File: src/rtl/ifetch_unit_pkg.sv
// Shared types and constants for the instruction-fetch stage.
package ifetch_unit_pkg;

  typedef enum logic [1:0] {
    FETCH,
    WAIT,
    HOLD,
    DROP
  } fetch_state_t;

  localparam int INSTR_BYTES = 4;

endpackage

File: src/rtl/ifetch_unit_if.sv
// Instruction-memory request/response bus plus the fetch-to-decode handoff.
interface ifetch_unit_if #(
  parameter int n = 32
);
  logic         imem_req_valid;
  logic [n-1:0] imem_req_addr;
  logic         imem_req_ready;
  logic         imem_rsp_valid;
  logic [n-1:0] imem_rsp_data;
  logic         if_valid;
  logic [n-1:0] if_instr;
  logic [n-1:0] if_pc;
  logic         dec_ready;

  // master is the fetch stage; slave is memory plus decode.
  modport master (
    output imem_req_valid, imem_req_addr,
    input  imem_req_ready, imem_rsp_valid, imem_rsp_data,
    output if_valid, if_instr, if_pc,
    input  dec_ready
  );

  modport slave (
    input  imem_req_valid, imem_req_addr,
    output imem_req_ready, imem_rsp_valid, imem_rsp_data,
    input  if_valid, if_instr, if_pc,
    output dec_ready
  );
endinterface

File: src/rtl/ifetch_unit_nextpc.sv
// Next-PC select: word-aligned redirect target, sequential increment, or hold.
module ifetch_unit_nextpc
  import ifetch_unit_pkg::*;
#(
  parameter int n = 32
) (
  input  logic [n-1:0] pc_i,
  input  logic [n-1:0] target_i,
  input  logic         redirect_i,
  input  logic         advance_i,
  output logic [n-1:0] pc_next_o
);
  logic [n-1:0] target_aligned;
  logic [n-1:0] pc_inc;

  assign target_aligned = {target_i[n-1:2], 2'b00};
  assign pc_inc         = pc_i + n'(INSTR_BYTES);

  // Redirect always wins over the sequential step.
  always_comb begin
    pc_next_o = pc_i;
    if (redirect_i) begin
      pc_next_o = target_aligned;
    end else if (advance_i) begin
      pc_next_o = pc_inc;
    end
  end
endmodule

File: src/rtl/ifetch_unit.sv
// Instruction-fetch stage: one outstanding imem read, held word handed to decode,
// taken-branch redirect squashes in-flight or held instructions.
module ifetch_unit
  import ifetch_unit_pkg::*;
#(
  parameter int           n        = 32,
  parameter logic [n-1:0] RESET_PC = '0
) (
  input  logic          clk,
  input  logic          rst_n,
  input  logic          sele,
  input  logic [n-1:0]  aluout,
  ifetch_unit_if.master bus
);
  fetch_state_t state_q;
  logic [n-1:0] pc_q;
  logic [n-1:0] pc_d;
  logic         if_valid_q;
  logic [n-1:0] if_instr_q;
  logic [n-1:0] if_pc_q;
  logic         req_valid;
  logic         req_fire;
  logic         advance;

  // Requests are suppressed whenever a redirect is present so no wrong-path address leaves.
  always_comb begin
    req_valid = 1'b0;
    unique case (state_q)
      FETCH:   req_valid = ~sele;
      HOLD:    req_valid = bus.dec_ready & ~sele;
      default: req_valid = 1'b0;
    endcase
    if (!rst_n) begin
      req_valid = 1'b0;
    end
  end

  assign req_fire = req_valid & bus.imem_req_ready;
  assign advance  = (state_q == WAIT) & bus.imem_rsp_valid;

  ifetch_unit_nextpc #(
    .n(n)
  ) u_nextpc (
    .pc_i       (pc_q),
    .target_i   (aluout),
    .redirect_i (sele),
    .advance_i  (advance),
    .pc_next_o  (pc_d)
  );

  always_ff @(posedge clk or negedge rst_n) begin
    if (!rst_n) begin
      state_q    <= FETCH;
      pc_q       <= RESET_PC;
      if_valid_q <= 1'b0;
      if_instr_q <= '0;
      if_pc_q    <= '0;
    end else begin
      pc_q <= pc_d;
      unique case (state_q)
        FETCH: begin
          if (req_fire) begin
            state_q <= WAIT;
          end
        end
        WAIT: begin
          if (bus.imem_rsp_valid) begin
            if (sele) begin
              state_q <= FETCH;
            end else begin
              if_instr_q <= bus.imem_rsp_data;
              if_pc_q    <= pc_q;
              if_valid_q <= 1'b1;
              state_q    <= HOLD;
            end
          end else if (sele) begin
            state_q <= DROP;
          end
        end
        DROP: begin
          if (bus.imem_rsp_valid) begin
            state_q <= FETCH;
          end
        end
        HOLD: begin
          // A redirect squashes the held word even if decode is ready.
          if (sele) begin
            if_valid_q <= 1'b0;
            state_q    <= FETCH;
          end else if (bus.dec_ready) begin
            if_valid_q <= 1'b0;
            state_q    <= req_fire ? WAIT : FETCH;
          end
        end
        default: state_q <= FETCH;
      endcase
    end
  end

  assign bus.imem_req_valid = req_valid;
  assign bus.imem_req_addr  = pc_q;
  assign bus.if_valid       = if_valid_q;
  assign bus.if_instr       = if_instr_q;
  assign bus.if_pc          = if_pc_q;

  a_rsp_only_when_outstanding: assert property (
    @(posedge clk) disable iff (!rst_n)
    bus.imem_rsp_valid |-> (state_q == WAIT || state_q == DROP)
  );
endmodule
File: src/flat_wrapper.sv
// flat-port wrapper written by rule: the top's interface ports become plain ports
module ifetch_unit_flat import ifetch_unit_pkg::*;
#(
  parameter int           n        = 32,
  parameter logic [n-1:0] RESET_PC = '0
)
  (clk, rst_n, sele, aluout, bus_imem_req_valid, bus_imem_req_addr, bus_imem_req_ready, bus_imem_rsp_valid, bus_imem_rsp_data, bus_if_valid, bus_if_instr, bus_if_pc, bus_dec_ready);
  ifetch_unit_if #(.n(n)) bus_i ();
  input  logic clk;
  input  logic rst_n;
  input  logic sele;
  input  logic [n-1:0] aluout;
  output wire logic [$bits(bus_i.imem_req_valid)-1:0] bus_imem_req_valid;
  output wire logic [$bits(bus_i.imem_req_addr)-1:0] bus_imem_req_addr;
  input wire logic [$bits(bus_i.imem_req_ready)-1:0] bus_imem_req_ready;
  input wire logic [$bits(bus_i.imem_rsp_valid)-1:0] bus_imem_rsp_valid;
  input wire logic [$bits(bus_i.imem_rsp_data)-1:0] bus_imem_rsp_data;
  output wire logic [$bits(bus_i.if_valid)-1:0] bus_if_valid;
  output wire logic [$bits(bus_i.if_instr)-1:0] bus_if_instr;
  output wire logic [$bits(bus_i.if_pc)-1:0] bus_if_pc;
  input wire logic [$bits(bus_i.dec_ready)-1:0] bus_dec_ready;
  assign bus_imem_req_valid = bus_i.imem_req_valid;
  assign bus_imem_req_addr = bus_i.imem_req_addr;
  assign bus_i.imem_req_ready = bus_imem_req_ready;
  assign bus_i.imem_rsp_valid = bus_imem_rsp_valid;
  assign bus_i.imem_rsp_data = bus_imem_rsp_data;
  assign bus_if_valid = bus_i.if_valid;
  assign bus_if_instr = bus_i.if_instr;
  assign bus_if_pc = bus_i.if_pc;
  assign bus_i.dec_ready = bus_dec_ready;
  ifetch_unit #(.n(n), .RESET_PC(RESET_PC)) u_core (.clk(clk), .rst_n(rst_n), .sele(sele), .aluout(aluout), .bus(bus_i));
endmodule
File: config.mk
export PLATFORM = sky130hd
export DESIGN_NAME = ifetch_unit_flat
export DESIGN_NICKNAME = d
export VERILOG_FILES = /design/src/rtl/ifetch_unit_pkg.sv /design/src/rtl/ifetch_unit_if.sv /design/src/rtl/ifetch_unit_nextpc.sv /design/src/rtl/ifetch_unit.sv /design/src/flat_wrapper.sv
export SDC_FILE = /design/constraint.sdc
export NUM_CORES = 1
export LEC_CHECK = 0
export CAP_MARGIN = 5
export CORE_UTILIZATION = 47
export CTS_CLUSTER_DIAMETER = 60
export DETAILED_ROUTE_END_ITERATION = 10
export HOLD_SLACK_MARGIN = 0.12
export MAX_ROUTING_LAYER = met4
export PLACE_DENSITY_LB_ADDON = 0.08
export RECOVER_POWER = 25
export SLEW_MARGIN = 20
export SYNTH_ARGS = -nofsm -noshare
export SYNTH_HDL_FRONTEND = slang
export SYNTH_SLANG_ARGS = --single-unit
export TNS_END_PERCENT = 1
File: constraint.sdc
create_clock -name clk -period 4.35 [get_ports clk]
set_input_delay 0.435 -clock clk [delete_from_list [all_inputs] [get_ports clk]]
set_output_delay 0.435 -clock clk [all_outputs]
set_load 0.05 [all_outputs]
==> summary.txt, run 1 <==
Final layout
  – Most frequent cells in the layout: clkdlybuf4s50_1 (158), dfrtp_1 (95), mux2_2 (62)
  – Commonest non-fill, non-tap cell in the layout: clkdlybuf4s50_1
  – Non-filler cells, final: 629
  – Nets: 588
  – Share of cells above drive strength 1: 0.157
  – Filler Cells Inserted: 655
  – Register Area: 2380 µm²
  – Area occupied by multi-input gates: 1770 µm²
  – Area grow syn2layout: 44.3%
  – ANT cells: 0

Placement
  – HPWL Detailed: 7120 µm
  – Port bufs: 161
  – Placed instance count: 613
  – RePlAce Congestion: 0.793

Drt
  – DR iter-0 viols: 121
  – Drt via density: 5.42
  – DR vias: 3410
  – Drt pass-1 iters: 4
  – Antenna-violating nets left: 0
  – Total Wirelength: 10300 µm
  – DRC violations left: 0
  – Wirelength per Cell: 16.3 µm

Logic synthesis
  – Post-synth EDFFs: 0
  – Top_reg_cell synth: dfrtp_1
  – Cell Area, Synth: 4250 µm²
  – Synth cell types: 43
  – Synthesized flop and latch total: 95
  – Register area share after synthesis: 0.559
  – Share of the synthesized area in the top cell type: 0.559
  – Synth area leader: dfrtp_1
  – Mean post-synth cell area: 11.7 µm²
  – Asr flop ratio synth: 1.00
  – Synth area leaders: dfrtp_1 (56%), mux2_2 (16%), o21ai_0 (2.8%)
  – Synth Instances: 363
  – Synth Warn #: 0

Critical path
  – Crit start category: input port
  – Worst Path Arrival: 3630 ps
  – Worst R2R Path Depth: 5
  – Worst-path fanout max: 42
  – Kind of critical path: in2reg
  – Required time worst endpoint: 4580 ps
  – CP endpoint kind: flip-flop

Clock tree
  – Clock Tree Buf Depth: 2
  – TritonCTS clock tree: done
  – CTS HTree Levels: 3
  – Worst skew pair latency: 360 ps
  – Num CTS Buffers: 9
  – CTS sink cnt: 95
  – CTS root buffer: clkbuf_8
  – Clk slew on worst S/H paths: 90 ps
  – Postcts setup bufs: 0
  – Cts repair resizes: 0

Timing
  – Final setup fails: 0
  – Final Hold Vio Count: 0
  – RSZ-0062 raised after global routing: false
  – Tmin final: 3400 ps
  – Fin crit share: 0.782
  – Setup tns final: 0 ps
  – Worst-margin pin slew: 1650 ps
  – Final Max Slew Viols: 112
  – Clock Skew: 15.5 ps
  – Slew HR: -0.100
  – FMAX: 294 MHz

Global routing
  – Initial antenna violation count: 0
  – Vias in the first global route: 3404
  – Largest net degree at the start of global routing: 69
  – Global-route wire length before repair: 17000 µm
  – Total gr overflow: 0
  – GRT Util Overall: 0.235

Pwr
  – Leakage dissipation: 2.46 nW
  – Pwr/cell area: 602 nW/µm²
  – Total power: 3.69 mW
  – Maximum vdd ir drop: 0.426 mV

Floorplan
  – Die area: 9440 µm²
  – Horiz. Die Dim: 97.1 µm
  – Core ar.: 8720 µm²
  – Io pins: 168
  – Starting Density: 0.488
  – Chip Height: 97.1 µm
  – Row count: 34

Job
  – Max_cap viols: 2

Min path
  – HP Class: reg2reg
  – Min-Delay Path Depth: 2

Status
  – Failing checks: max-capacitance violations, max-slew violations
  – Status: complete, but fails checks
-- per-stage QoR --
stage	setup slack, ps	hold WS [ps]	util	instance area [µm²]
2_1_floorplan	1560	139	-	4270
3_3_place_gp	1540	381	0.679	5920
3_5_place_dp	1490	388	0.679	5920
4_1_cts	1240	515	0.705	6140
5_1_grt	626	519	0.704	6140
6_report	950	507	0.704	6140
-- worst max-delay path, stage by stage --
cell	delay, ps
dlygate4sd3_1	580
clkbuf_1	1170
inv_1	880
o311a_1	290
a211o_1	260
-- cell usage after synthesis, types with 4 or more instances --
cell type,n
buf_4,4
or4_1,9
dfrtp_1,95
nand4_1,12
o21ai_0,24
buf_2,4
nand2_1,26
xor2_1,5
nand3_1,12
inv_1,4
or3_1,13
xnor2_1,5
a31oi_1,12
nor2_1,17
clkbuf_1,16
mux2_2,62
-- cell families after synthesis --
logic type | synth area share
compound gates | 0.0747
xor+xnor | 0.0206
fa+ha+maj | 0.00294
buf+inv | 0.0306
flops | 0.559
mux | 0.166
other cells | 0.000882
simple gates | 0.145
-- sequential cells by signal (all words and copies together) (netlist names) --
signal,count
u_core.bus.if_valid,1
u_core.bus.if_pc,30
u_core.state_q,2
u_core.bus.imem_req_addr,30
u_core.bus.if_instr,32
-- where the power goes --
part / internal [mW] / switching, mW / total [mW] / leakage, nW
clock network: 0.324 / 0.308 / 0.632 / 0.107
registers: 1.13 / 0.159 / 1.29 / 1.14
logic: 0.647 / 1.13 / 1.78 / 1.21
-- what timing repair did --
action,in CTS,in global routing
hold buffers,1,0
setup endpoints to repair,0,0
hold endpoints to repair,27,0
-- path summary, 6_finish.rpt --
check                                            start                      endpoint  slack [ps]
hold / removal                     u_core.bus.if_valid           u_core.bus.if_valid         510
setup reg to reg           u_core.bus.imem_req_addr[2]  u_core.bus.imem_req_addr[26]        1890
max in group asynchronous                        rst_n  u_core.bus.imem_req_addr[29]        1880
hold reg to reg                    u_core.bus.if_valid           u_core.bus.if_valid         510
setup / recovery                                  sele  u_core.bus.imem_req_addr[31]         950
min in group asynchronous                        rst_n          u_core.bus.if_pc[19]         530
-- cell type report --
cell class | instances | area share
Sequential cell | 95 | 0.387
Clock buffer | 10 | 0.0208
Clock inverter | 5 | 0.0135
Tap cell | 108 | 0.0220
Multi-Input combinational cell | 242 | 0.288
Timing Repair Buffer | 165 | 0.266
Inverter | 4 | 0.00245
-- metal layers --
metal,global-route usage,share of wire
met2,0.368,0.49
met1,0.295,0.43
met5,-,0
met4,0.0815,0.013
met3,0.0619,0.062
(Power assumes the default switching activity.)
==> run 2: changes to the inputs <==
Settings changed: CORE_UTILIZATION 47 to 39.
Clock period 4.35 ns to 3.1 ns, I/O delays scaled along.
==> run 2 against run 1 <==
Compared with the run above:
- the run now ends clean
- cell count increased by 5.1%
- hold slack got worse by 13 ps
- core utilization down 11 points
- wire length up 1.9%
- cell area is 1.4% higher
- count of clock-buffer cells in the layout rose by 1
- clock skew shrank 8.1 ps
- combinational power grew 40%
- flip-flop and latch count did not move
- non-clock buffer count grew 4
- largest power group unchanged
- highest routed layer unchanged
==> summary.txt, run 2 (same netlist as run 1, synthesis figures left out) <==
Timing
  – Slew HR: 0.233 (+0.333)
  – Worst-margin pin slew: 1150 ps (-499 ps)
  – Final Max Slew Viols: 0 (-100%)
  – Final Hold Vio Count: 0 (unchanged)
  – Fin crit share: 0.773
  – FMAX: 417 MHz
  – Setup tns final: 0 ps (unchanged)
  – Clock Skew: 7.34 ps (-8.14 ps)
  – Tmin final: 2400 ps
  – Final setup fails: 0 (unchanged)
  – RSZ-0062 raised after global routing: false

Placement
  – HPWL Detailed: 7510 µm (+5.5%)
  – RePlAce Congestion: 0.751 (-5.3%)
  – Port bufs: 161 (unchanged)

Min path
  – HP Class: reg2reg
  – Min-Delay Path Depth: 2 (unchanged)

Critical path
  – Crit path launch: u_core.bus.imem_req_addr[2]
  – Reg-to-reg endpoint: u_core.bus.imem_req_addr[26]
  – Worst Path Arrival: 2670 ps (-960 ps)
  – Worst R2R Path Depth: 5 (unchanged)
  – Crit start category: flip-flop
  – Critical register-to-register path startpoint: u_core.bus.imem_req_addr[2]
  – Kind of critical path: reg2reg
  – CP endpoint kind: flip-flop
  – End of the critical path: u_core.bus.imem_req_addr[26]
  – Required time worst endpoint: 3380 ps (-1200 ps)
  – R2r setup slk: 700 ps (-1190 ps)
  – Worst-path fanout max: 15 (-64%)

Global routing
  – Vias in the first global route: 3277 (-3.7%)
  – GRT Util Overall: 0.198 (-0.0367)
  – Initial antenna violation count: 0 (unchanged)
  – Largest net degree at the start of global routing: 50 (-28%)
  – Global-route wire length before repair: 17100 µm (+0.16%)
  – Total gr overflow: 0 (unchanged)

Drt
  – Met3 WL post-DR: 618 µm (-2.7%)
  – DR vias: 3356 (-1.6%)
  – DR WL met2: 5040 µm (+0.20%)
  – Met1 WL: 4690 µm (+5.6%)
  – Top Metal Used: met4
  – Total Wirelength: 10400 µm (+1.9%)
  – Antenna-violating nets left: 0 (unchanged)
  – Wirelength per Cell: 15.8 µm (-3.0%)
  – DR iter-0 viols: 81 (-33%)
  – Drt via density: 5.08 (-6.3%)
  – DRC violations left: 0 (unchanged)
  – Drt pass-1 iters: 4 (unchanged)

Status
  – Status: completed

Clock tree
  – Clk slew on worst S/H paths: 90 ps (about the same)
  – CTS root buffer: clkbuf_8
  – CTS sink cnt: 95 (unchanged)
  – Num CTS Buffers: 9 (unchanged)
  – Clock Tree Buf Depth: 2 (unchanged)
  – Worst skew pair latency: 360 ps (about the same)
  – TritonCTS clock tree: done
  – Postcts setup bufs: 0 (unchanged)
  – CTS HTree Levels: 3 (unchanged)

Floorplan
  – Chip Height: 106 µm (+9.6%)
  – Starting Density: 0.407 (-0.0812)
  – Die area: 11300 µm² (+20%)
  – Io pins: 168 (unchanged)
  – Core ar.: 10500 µm² (+20%)
  – Row count: 37 (+8.8%)
  – Horiz. Die Dim: 106 µm (+9.6%)

Pwr
  – Maximum vdd ir drop: 0.479 mV (+12%)
  – Leakage dissipation: 2.48 nW (+0.95%)
  – Total power: 5.25 mW (+42%)
  – Pwr/cell area: 843 nW/µm² (+40%)

Final layout
  – ANT cells: 0 (unchanged)
  – Number of flip-flops in the largest register: 32 (unchanged)
  – Nets: 592 (+0.68%)
  – Area grow syn2layout: 46.3%
  – Commonest non-fill, non-tap cell in the layout: clkdlybuf4s50_1
  – Most frequent cells in the layout: clkdlybuf4s50_1 (158), dfrtp_1 (95), mux2_2 (62)
  – Share of cells above drive strength 1: 0.160 (+0.00261)

Job
  – Max_cap viols: 0 (-2)
==> run 2: repair_timing <==
item | in CTS | in global routing
gates resized for setup | 0 | 0
hold endpoints to repair | 46 | 0
hold buffers | 1 | 0
==> run 2: layout make-up <==
type / instances / area [µm²]
flip-flops and latches: 95 / 2380
repair buffers: 169 / 1670
well taps: 136 / 170
multi-input cells: 242 / 1770
inverters: 4 / 15.0
fillers: 930 / 4240
clock inverters: 4 / 95.1
clock buffers: 11 / 131
==> run 2: how the worst min path moves through the flow <==
stage | startpoint | to | slack, ps
after floorplan | rst_n | u_core.bus.if_instr[0] | 10
after global placement | rst_n | u_core.bus.if_pc[20] | 470
after detailed placement | rst_n | u_core.bus.if_pc[20] | 480
after CTS | aluout[10] | u_core.bus.imem_req_addr[10] | 490
after global routing | aluout[18] | u_core.bus.imem_req_addr[18] | 510
final | u_core.bus.if_valid | u_core.bus.if_valid | 490
==> run 2: worst max-delay path, stage by stage (launching register included) <==
cell and delay, ps:
dfrtp_1 470, ha_1 200, nand4b_1 180, or4_1 820, or4_1 480, a31oi_1 170
==> run 2: per-stage QoR <==
stage	std cells	hold WS, ps	worst slack, ps	utilization	cell area, µm²
4_1_cts	661	490	689	0.596	6240
3_3_place_gp	645	470	415	0.573	6000
2_1_floorplan	366	14.4	531	-	4270
3_5_place_dp	645	481	378	0.573	6000
6_report	661	494	705	0.595	6220
5_1_grt	661	505	514	0.595	6220
==> run 2: power breakdown <==
part	internal [mW]	leakage, nW	switching, mW
sequential	1.58	1.14	0.217
clock	0.532	0.113	0.419
combinational	0.912	1.23	1.59
total	3.03	2.48	2.22
==> run 2: per-layer routing <==
metal / track usage / vias up
met5: - / -
met4: 0.0470 / 0
met3: 0.0448 / 7
met2: 0.307 / 98
met1: 0.265 / 1617
li1: - / 1634
